`src/rtl/tour_pkg.sv`:
```
// Shared types and constants for the knight's tour sequencer.
// State encoding, tour opcode and default response count.
package tour_pkg;

   typedef enum logic [2:0] {
      IDLE   = 3'd0,
      LAUNCH = 3'd1,
      SOLVE  = 3'd2,
      PLAY   = 3'd3,
      FINISH = 3'd4
   } state_t;

   localparam logic [3:0] TOUR_OP = 4'h6;
   localparam int RESP_PER_TOUR_DEF = 48;

endpackage

```
`src/rtl/tour_wdog.sv`:
```
// Solve-phase watchdog: clears on launch, counts while solving,
// flags the last allowed cycle.
module tour_wdog #(
   parameter int TIMEOUT = 2000000
) (
   input  logic clk,
   input  logic rst_n,
   input  logic clr,
   input  logic en,
   output logic expire
);

   localparam int W = $clog2(TIMEOUT + 1);

   logic [W-1:0] cnt;

   always_ff @(posedge clk or negedge rst_n) begin
      if (!rst_n) begin
         cnt <= '0;
      end else if (clr) begin
         cnt <= '0;
      end else if (en) begin
         cnt <= cnt + 1'b1;
      end
   end

   assign expire = en && (cnt == W'(TIMEOUT - 1));

endmodule

```
`src/rtl/tour_seq.sv`:
```
// Tour sequencer: intercepts tour commands, runs solve/play phases,
// and passes every other UART command straight through while idle.
module tour_seq
   import tour_pkg::*;
#(
   parameter int TIMEOUT       = 2000000,
   parameter int RESP_PER_TOUR = RESP_PER_TOUR_DEF
) (
   input  logic        clk,
   input  logic        rst_n,
   input  logic [15:0] cmd_UART,
   input  logic        cmd_rdy_UART,
   output logic        clr_cmd_rdy_UART,
   output logic [15:0] cmd_fwd,
   output logic        cmd_rdy_fwd,
   input  logic        clr_cmd_rdy,
   output logic        go,
   output logic [2:0]  x_start,
   output logic [2:0]  y_start,
   input  logic        done,
   output logic        start_tour,
   input  logic        send_resp,
   output logic        busy,
   output logic        tour_done,
   output logic        tour_err
);

   state_t     state;
   logic [5:0] resp_cnt;
   logic       clr_q;
   logic       expire;
   logic       is_tour;
   logic       idle;

   assign is_tour = (cmd_UART[15:12] == TOUR_OP);
   assign idle    = (state == IDLE);
   assign busy    = !idle;
   assign cmd_fwd = cmd_UART;

   // Tour commands are never forwarded; their consume pulse is registered.
   assign cmd_rdy_fwd      = idle && cmd_rdy_UART && !is_tour;
   assign clr_cmd_rdy_UART = idle ? (clr_cmd_rdy && !is_tour) : clr_q;

   tour_wdog #(
      .TIMEOUT(TIMEOUT)
   ) u_wdog (
      .clk   (clk),
      .rst_n (rst_n),
      .clr   (state == LAUNCH),
      .en    (state == SOLVE),
      .expire(expire)
   );

   always_ff @(posedge clk or negedge rst_n) begin
      if (!rst_n) begin
         state      <= IDLE;
         resp_cnt   <= '0;
         x_start    <= '0;
         y_start    <= '0;
         go         <= 1'b0;
         start_tour <= 1'b0;
         tour_done  <= 1'b0;
         tour_err   <= 1'b0;
         clr_q      <= 1'b0;
      end else begin
         go         <= 1'b0;
         start_tour <= 1'b0;
         tour_done  <= 1'b0;
         clr_q      <= 1'b0;
         case (state)
            IDLE: begin
               if (cmd_rdy_UART && is_tour) begin
                  x_start  <= cmd_UART[6:4];
                  y_start  <= cmd_UART[2:0];
                  clr_q    <= 1'b1;
                  go       <= 1'b1;
                  tour_err <= 1'b0;
                  state    <= LAUNCH;
               end
            end
            LAUNCH: state <= SOLVE;
            SOLVE: begin
               // A late done still beats the watchdog on the same cycle.
               if (done) begin
                  start_tour <= 1'b1;
                  resp_cnt   <= '0;
                  state      <= PLAY;
               end else if (expire) begin
                  tour_err <= 1'b1;
                  state    <= IDLE;
               end
            end
            PLAY: begin
               if (send_resp) begin
                  if (resp_cnt == 6'(RESP_PER_TOUR - 1)) begin
                     tour_done <= 1'b1;
                     state     <= FINISH;
                  end else begin
                     resp_cnt <= resp_cnt + 6'd1;
                  end
               end
            end
            FINISH: state <= IDLE;
            default: state <= IDLE;
         endcase
      end
   end

endmodule

```
`config.mk`:
```
export PLATFORM = sky130hd
export DESIGN_NAME = tour_seq
export DESIGN_NICKNAME = d
export VERILOG_FILES = /design/src/rtl/tour_pkg.sv /design/src/rtl/tour_wdog.sv /design/src/rtl/tour_seq.sv
export SDC_FILE = /design/constraint.sdc
export NUM_CORES = 1
export LEC_CHECK = 0
export ABC_AREA = 1
export BUFFER_PORTS_ARGS = -buffer_cell sky130_fd_sc_hd__buf_2
export CELL_PAD_IN_SITES_DETAIL_PLACEMENT = 1
export CELL_PAD_IN_SITES_GLOBAL_PLACEMENT = 1
export CORE_ASPECT_RATIO = 1.75
export CORE_UTILIZATION = 35
export CTS_CLUSTER_DIAMETER = 200
export DETAILED_ROUTE_END_ITERATION = 10
export GPL_ROUTABILITY_DRIVEN = 1
export PLACE_DENSITY_LB_ADDON = 0.1
export SLEW_MARGIN = 5
export SYNTH_ARGS = -nofsm -noshare
export SYNTH_HDL_FRONTEND = slang
export SYNTH_SLANG_ARGS = --single-unit
```
`constraint.sdc`:
```
create_clock -name clk -period 1.3 [get_ports clk]
set_input_delay 0.325 -clock clk [delete_from_list [all_inputs] [get_ports clk]]
set_output_delay 0.325 -clock clk [all_outputs]
set_load 0.01 [all_outputs]
```
==> results of run 1 <==
[area by class of cell]
| type | instances | share of cell area (%) |
|---|---|---|
| clock buffer | 8 | 2.58 |
| tap | 80 | 2.86 |
| timing repair buffer | 118 | 24.9 |
| multi-input combinational | 220 | 37.1 |
| sequential | 40 | 28.7 |
| inverter | 32 | 3.83 |
[sequential cells by signal, indices dropped and copies added, names as in the netlist]
signal / flops
clr_q: 1
state: 3
u_wdog.cnt: 21
start_tour: 1
resp_cnt: 6
x_start: 3
tour_done: 1
tour_err: 1
y_start: 3
[worst max-delay path: stages (launching register included)]
cell and delay, ns:
dfrtp_2 0.43, nor3_4 0.32, nand2_4 0.09, a31oi_4 0.13, buf_2 0.15
[logic make-up after synthesis]
family / synth area share (%)
buffers and inverters: 11.5
AOI/OAI and AO/OA: 8.45
xor gates and xnor gates: 1.51
DFF: 43.1
and+or+nand+nor: 34.4
adders and majority gates: 1.08
[power by group]
| group | leakage (nW) | internal (mW) | switching, mW |
|---|---|---|---|
| logic | 1.18 | 1.69 | 1.70 |
| clock network | 0.0455 | 0.434 | 0.469 |
| registers | 0.544 | 1.47 | 0.168 |
[layout by cell type, fill, tap and decap left out, drive strengths merged, types with 6 or more instances in the layout]
master / synthesis / final
clkbuf: 1 / 8
o21ai: 17 / 17
nor2: 56 / 56
nor3: 6 / 6
buf: 17 / 117
nand2: 85 / 85
nand4: 8 / 8
dfrtp: 40 / 40
inv: 31 / 30
a21oi: 15 / 15
nand3: 23 / 23
[worst max path at each step]
stage / to / slack, ns / cells after the start
after floorplan: cmd_rdy_fwd / -0.04 / 3
after global placement: resp_cnt[5] / -0.14 / 9
after detailed placement: resp_cnt[3] / -0.16 / 9
after CTS: cmd_rdy_fwd / -0.44 / 4
after global routing: cmd_rdy_fwd / -0.51 / 4
final: cmd_rdy_fwd / -0.44 / 4
[metrics by stage]
| step | util (%) | TNS (ns) | instance area [sq um] | power, mW | hold WS [ns] |
|---|---|---|---|---|---|
| 6_report | 55.3 | -8.81 | 3500 | 5.93 | 0.233 |
| 5_1_grt | 55.3 | -12.07 | 3500 | 6.27 | 0.244 |
| 4_1_cts | 50.6 | -8.22 | 3200 | 5.19 | 0.225 |
| 3_5_place_dp | 46.1 | -3.77 | 2910 | 3.86 | 0.323 |
| 3_3_place_gp | 46.1 | -2.52 | 2910 | 3.80 | 0.320 |
| 2_1_floorplan | - | -0.0765 | 2360 | 2.85 | 0.0294 |
[timing repair]
item,4_1_cts,5_1_grt
setup buffers,11,18
endpoints found under the setup margin,42,43
hold buffers,1,0
pin swaps,16,23
resized for setup,33,53
endpoints found under the hold margin,31,0
[routing by layer]
metal | track usage, % | up-vias | part of all wire, %
li1 | - | 1190 | -
met1 | 19.8 | 1190 | 36
met2 | 45.7 | 28 | 60
met3 | 3.11 | 9 | 1.6
met4 | 8.44 | 0 | 1.9
met5 | 0 | - | 0
==> flow_summary_export.csv, run 1 <==
group,metric,value,unit
worst_hold_path,min_to,"y_start[1]",
route,drc,0,
outcome,violations,"setup timing",
timing,finalCritPeriodShare,134,%
pwr,irDropWorstVdd,1050,uV
route,wirelength,7610,um
critical_path,worstPathArrival,1.42,ns
yosys,synthTopCellsByArea,"dfrtp_1 43%, nand2_1 13%, nor2_1 8.6%",
pwr,p_leak,1.76,nW
clock_tree,cts_tree,"built",
clock_tree,clkSinkCount,40,
critical_path,rrSetupSlack,-0.32,ns
floorplanning,coreArea,6320,sq um
yosys,ys_ff_latch,40,
route,vias,2417,
finish,seqCellArea,1000,sq um
placed_design,portBuffers,38,
finish,syn_to_final_growth,50.5,%
yosys,ys.flop_type,"dfrtp_1",
yosys,synth.distinct_cells,28,
worst_hold_path,min_from,"cmd_UART[1]",
global_route,grt_max_degree,41,
timing,clock-skew-final,0.0119,ns
timing,worst_pin_slew,0.300,ns
yosys,synthTopCellsByCount,"80 x nand2_1, 53 x nor2_1, 40 x dfrtp_1, 30 x inv_1, 21 x nand3_1",
yosys,syn_inst,310,
placed_design,gp_congestion,0.786,
clock_tree,cts_buffer_depth,2,
route,vias_per_cell,4.85,
global_route,grt_pass1_wl,11500,um
yosys,yosys_warnings,0,
floorplanning,ios,51,
timing,finalCriticalPeriod,1.74,ns
timing,drv_slew,0,
yosys,synth_largest_area_cell,"dfrtp_1",
critical_path,reg2reg_to,"resp_cnt[5]",
critical_path,worstSetupStartpoint,"state[1]",
critical_path,cp-end-kind,"output pin",
floorplanning,start_util,36.7,%
route,firstDrtPassIters,4,
timing,fmax,0.573,GHz
yosys,syn-cell-area,2320,sq um
clock_tree,clockRootBuffer,"clkbuf_8",
route,wl_per_cell,15.3,um
worst_hold_path,holdPathStages,3,
timing,setup_viol,42,
global_route,grt_overflow,0,
global_route,antenna_found_initial,0,
floorplanning,die_w,63.6,um
critical_path,crit_required,0.98,ns
floorplanning,die_area,6980,sq um
finish,fill_cells,799,
yosys,syn_area_per_cell,7.50,sq um
timing,final.setup.worst_slack,-0.445,ns
worst_hold_path,hp-class,"in -> reg",
timing,slew_headroom,80.0,%
placed_design,dp_slack,-0.162,ns
job,max_cap_violations,0,
finish,nets,441,
finish,multi_input_area,1300,sq um
critical_path,crit_path_start_kind,"flip-flop",
finish,drive_gt1_share,44.3,%
critical_path,r2r_cells,11,
clock_tree,cts_buffers,5,
floorplanning,die_y,110,um
timing,rsz0062_at_grt,"yes",
global_route,grt_pass1_vias,2611,
clock_tree,htreeDepth,2,
finish,n_antenna_cell,0,
critical_path,r2r-start,"state[1]",
route,ant_nets,0,
global_route,track_usage,21.6,%
critical_path,worstSetupPathType,"reg -> out",
critical_path,path_max_fanout,5,
finish,fin_cells,498,
placed_design,dpl.cell_count,463,
timing,hold_viol,0,
floorplanning,rows,38,
yosys,synth_edf_count,0,
yosys,synth_top_area_share,43.1,%
yosys,seq_area_frac_synth,43.1,%
route,drtIter0Drc,82,
placed_design,dp_hpwl,5180,um
clock_tree,worstSkewPairLatency,0.31,ns
yosys,synth_nets,334,
yosys,yosysMostFrequentCell,"nand2_1",
pwr,power_density,1700,nW/um^2
yosys,async_flop_share,100,%
clock_tree,path_clk_slew,0.08,ns
outcome,status,"complete, but fails checks",
(Power assumes the default switching activity.)
==> run 2: changes to the inputs <==
- CORE_UTILIZATION: 35 -> 36
- CTS_BUF_LIST: default -> sky130_fd_sc_hd__clkbuf_4 sky130_fd_sc_hd__clkbuf_8
==> flow_summary_export.csv, run 2 (synthesis gave the netlist of run 1 again) <==
group,metric,value,unit
outcome,status,"complete, but fails checks",
outcome,violations,"setup timing",
finish,fin_cells,498,
placed_design,dp_hpwl,5410,um
timing,worst_pin_slew,0.396,ns
floorplanning,die_w,62.7,um
job,max_cap_violations,0,
route,vias_per_cell,5.06,
pwr,p_leak,1.81,nW
clock_tree,cts_buffer_depth,2,
clock_tree,clkSinkCount,40,
timing,drv_slew,0,
timing,fmax,0.574,GHz
clock_tree,clockRootBuffer,"clkbuf_8",
placed_design,portBuffers,38,
clock_tree,worstSkewPairLatency,0.31,ns
clock_tree,cts_buffers,5,
clock_tree,cts_tree,"built",
pwr,irDropWorstVdd,1040,uV
floorplanning,rows,38,
timing,final.setup.worst_slack,-0.441,ns
timing,finalCritPeriodShare,134,%
placed_design,dp_slack,-0.273,ns
route,wl_per_cell,17.1,um
finish,layout_commonest_cell,"nand2_1",
critical_path,crit_path_start_kind,"flip-flop",
route,ant_nets,0,
global_route,grt_pass1_vias,2715,
finish,syn_to_final_growth,53.8,%
finish,drive_gt1_share,47.6,%
critical_path,worstPathArrival,1.94,ns
placed_design,gp_congestion,0.782,
global_route,antenna_found_initial,0,
critical_path,path_max_fanout,6,
placed_design,dpl-instance-area,2950,sq um
worst_hold_path,hp-class,"in -> reg",
global_route,track_usage,23.5,%
route,wirelength,8530,um
critical_path,worstSetupPathType,"reg -> reg",
floorplanning,ios,51,
timing,setup_viol,43,
floorplanning,die_y,108,um
finish,final_cell_area,3570,sq um
floorplanning,start_util,37.3,%
finish,largest_reg_flops,21,
timing,tns,-10.70,ns
finish,n_antenna_cell,0,
critical_path,crit_required,1.50,ns
placed_design,dpl.cell_count,466,
route,drtIter0Drc,64,
route,drc,0,
global_route,grt_overflow,0,
timing,slew_headroom,73.6,%
timing,finalCriticalPeriod,1.74,ns
finish,top_register,"u_wdog.cnt",
finish,largestRegisters,"u_wdog.cnt: 21 flops, resp_cnt: 6 flops",
floorplanning,die_area,6790,sq um
clock_tree,htreeDepth,2,
route,firstDrtPassIters,4,
critical_path,cp-end-kind,"flip-flop",
finish,final_cell_mix,"67 x nand2_1, 59 x buf_4, 43 x nor2_1",
finish,nets,441,
timing,hold_viol,0,
floorplanning,coreArea,6230,sq um
timing,clock-skew-final,0.00544,ns
route,vias,2519,
global_route,grt_pass1_wl,12200,um
pwr,power_density,1710,nW/um^2
timing,rsz0062_at_grt,"yes",
global_route,grt_max_degree,16,
clock_tree,path_clk_slew,0.08,ns
-- run 2: repair_timing --
item,4_1_cts,5_1_grt
pin swaps,17,30
hold buffers,1,0
endpoints found under the hold margin,13,0
endpoints found under the setup margin,39,43
gates resized for setup,44,59
buffers inserted,13,13
-- run 2: final timing paths --
check | start | to | slack (ns) | depth (start not counted)
setup / recovery | state[2] | u_wdog.cnt[20] | -0.44 | 11
hold / removal | cmd_UART[4] | x_start[0] | 0.23 | 3
setup reg to reg | state[2] | u_wdog.cnt[20] | -0.44 | 11
hold reg to reg | x_start[2] | x_start[2] | 0.48 | 2
max in group asynchronous | rst_n | u_wdog.cnt[7] | 0.32 | 3
min in group asynchronous | rst_n | u_wdog.cnt[18] | 0.47 | 2
-- run 2: metrics by stage --
step	utilization (%)	hold slack (ns)	power [mW]
2_1_floorplan	-	0.0294	2.85
3_3_place_gp	47.3	0.271	3.84
3_5_place_dp	47.3	0.276	3.90
4_1_cts	52.9	0.224	5.42
5_1_grt	57.4	0.224	6.42
6_report	57.4	0.227	6.09
-- run 2: power breakdown --
| part | internal (mW) | switching (mW) |
|---|---|---|
| Clock | 0.475 | 0.459 |
| Combinational | 1.70 | 1.80 |
| Sequential | 1.47 | 0.192 |
| Total | 3.64 | 2.45 |
-- run 2: critical path: stages, from the launching register on --
cell	delay, ns
dfrtp_1	0.42
buf_6	0.13
buf_6	0.11
inv_6	0.06
nand2_4	0.05
nor2_4	0.14
buf_6	0.15
nand2_8	0.06
nor2_4	0.21
nand4_1	0.16
nand2_1	0.10
nor2_1	0.04
-- run 2: routing by layer --
metal,part of all wire (%),up-vias,GRT usage [%]
li1,-,1192,-
met1,34,1264,21.4
met2,61,44,48.4
met3,2.3,19,4.54
met4,2.7,0,10.5
met5,0,-,0
-- run 2: layout make-up --
type | instances | area [sq um]
Fill cell | 770 | 2660
Multi-Input combinational cell | 220 | 1340
Sequential cell | 40 | 1000
Timing Repair Buffer | 118 | 905
Inverter | 32 | 130
Tap cell | 80 | 100
Clock buffer | 8 | 97.6
==> run 3: changes to the inputs <==
- PLACE_DENSITY_LB_ADDON: 0.1 -> 0.08
==> flow_summary_export.csv, run 3 (synthesis gave the netlist of run 1 again) <==
group,metric,value,unit
timing,fmax,0.587,GHz
finish,syn_to_final_growth,48.9,%
critical_path,crit_required,1.49,ns
route,vias,2469,
route,firstDrtPassIters,4,
pwr,p_leak,1.77,nW
route,drc,0,
pwr,power_density,1680,nW/um^2
timing,clock-skew-final,0.0113,ns
critical_path,cp_cell_sequence,"buf_4 > buf_6 > inv_6 > nand2_4 > nor2_4 > buf_12 > nand2_8 > buf_4 > inv_4 > nand2_2 > o21ai_1 > a21oi_1",
pwr,irDropWorstVdd,941,uV
finish,largestRegisters,"u_wdog.cnt: 21 flops, resp_cnt: 6 flops",
global_route,track_usage,23.2,%
placed_design,dpl.cell_count,467,
floorplanning,start_util,37.3,%
outcome,violations,"setup timing",
floorplanning,ios,51,
route,drtIter0Drc,58,
timing,rsz0062_at_grt,"yes",
global_route,grt_overflow,0,
critical_path,worstPathArrival,1.90,ns
timing,setup_viol,43,
worst_hold_path,hp-class,"in -> reg",
global_route,grt_pass1_wl,12000,um
finish,drive_gt1_share,42.9,%
critical_path,crit_path_start_kind,"flip-flop",
timing,finalCriticalPeriod,1.70,ns
finish,final_util,55.6,%
clock_tree,worstSkewPairLatency,0.31,ns
clock_tree,cts_buffer_depth,2,
critical_path,cp_slowest_cell,"dfrtp_1",
outcome,status,"complete, but fails checks",
global_route,grt_max_degree,32,
job,max_cap_violations,0,
critical_path,crit_path_frequent_cell,"buf_4",
clock_tree,cts_buffers,5,
timing,worst_pin_slew,0.280,ns
finish,nets,443,
critical_path,path_max_fanout,3,
finish,fin_cells,500,
finish,final_cell_mix,"72 x nand2_1, 64 x buf_4, 46 x nor2_1",
finish,layout_commonest_cell,"nand2_1",
critical_path,cp-end-kind,"flip-flop",
clock_tree,path_clk_slew,0.08,ns
placed_design,portBuffers,38,
floorplanning,rows,38,
global_route,antenna_found_initial,0,
critical_path,critPathTopFamily,"buffers and inverters",
placed_design,dpl-instance-area,2940,sq um
critical_path,worstSetupPathType,"reg -> reg",
finish,fill_cells,802,
clock_tree,cts_tree,"built",
floorplanning,die_y,108,um
critical_path,path_buf_inv,6,
timing,finalCritPeriodShare,131,%
route,wl_per_cell,15.8,um
floorplanning,die_w,62.7,um
clock_tree,clkSinkCount,40,
route,ant_nets,0,
timing,final.setup.worst_slack,-0.403,ns
timing,hold_viol,0,
route,vias_per_cell,4.94,
route,wirelength,7900,um
clock_tree,clockRootBuffer,"clkbuf_8",
finish,top_register,"u_wdog.cnt",
floorplanning,die_area,6790,sq um
timing,slew_headroom,81.3,%
placed_design,dp_slack,-0.142,ns
placed_design,gp_congestion,0.820,
placed_design,dp_hpwl,5420,um
critical_path,max_stage_delay,0.41,ns
clock_tree,htreeDepth,2,
global_route,grt_pass1_vias,2591,
finish,largest_reg_flops,21,
finish,final_cell_area,3460,sq um
finish,n_antenna_cell,0,
timing,tns,-11.35,ns
timing,drv_slew,0,
floorplanning,coreArea,6230,sq um
-- run 3: path summary, 6_finish.rpt --
path | depth (start not counted) | endpoint | from | slack (ns)
max in group asynchronous | 3 | state[1] | rst_n | 0.40
worst min register to register | 2 | y_start[0] | y_start[0] | 0.50
worst max-delay path | 12 | u_wdog.cnt[6] | state[2] | -0.40
worst min-delay path | 3 | y_start[0] | cmd_UART[0] | 0.23
min in group asynchronous | 2 | u_wdog.cnt[12] | rst_n | 0.42
worst max register to register | 12 | u_wdog.cnt[6] | state[2] | -0.40
-- run 3: area by class of cell --
cell class                 count  area (sq um)  area share [%]
clock buffer                   6          82.6            2.39
clock inverter                 2          10.0           0.289
inverter                      32           133            3.83
multi-input combinational    220          1240            35.7
sequential                    40          1000            29.0
tap                           80           100            2.89
timing repair buffer         120           896            25.9
-- run 3: through the flow --
step	power [mW]	hold WS (ns)
5_1_grt	6.11	0.229
2_1_floorplan	2.85	0.0294
4_1_cts	5.35	0.231
3_5_place_dp	3.92	0.226
6_report	5.81	0.234
3_3_place_gp	3.85	0.225
-- run 3: metal layers --
layer	vias to the layer above	track usage [%]	routed length, um
li1	1195	-	-
met1	1221	21.5	2730
met2	35	48.4	4770
met3	18	3.90	132
met4	0	9.14	268
met5	-	0	0
-- run 3: what timing repair did --
action,CTS,global route
gates resized for setup,39,29
hold buffers,1,0
endpoints found under the setup margin,38,43
pin swaps,12,21
setup buffers,12,12
endpoints found under the hold margin,9,0
-- run 3: worst register-to-register path, cell delays in order, from the launching register on --
cell and delay (ns):
dfrtp_1 0.41, buf_4 0.15, buf_6 0.11, inv_6 0.06, nand2_4 0.05, nor2_4 0.13, buf_12 0.14, nand2_8 0.06
buf_4 0.15, inv_4 0.05, nand2_2 0.05, o21ai_1 0.18, a21oi_1 0.07
-- run 3: power breakdown --
| part | switching [mW] | internal (mW) |
|---|---|---|
| clock | 0.467 | 0.424 |
| combinational | 1.65 | 1.63 |
| sequential | 0.170 | 1.47 |
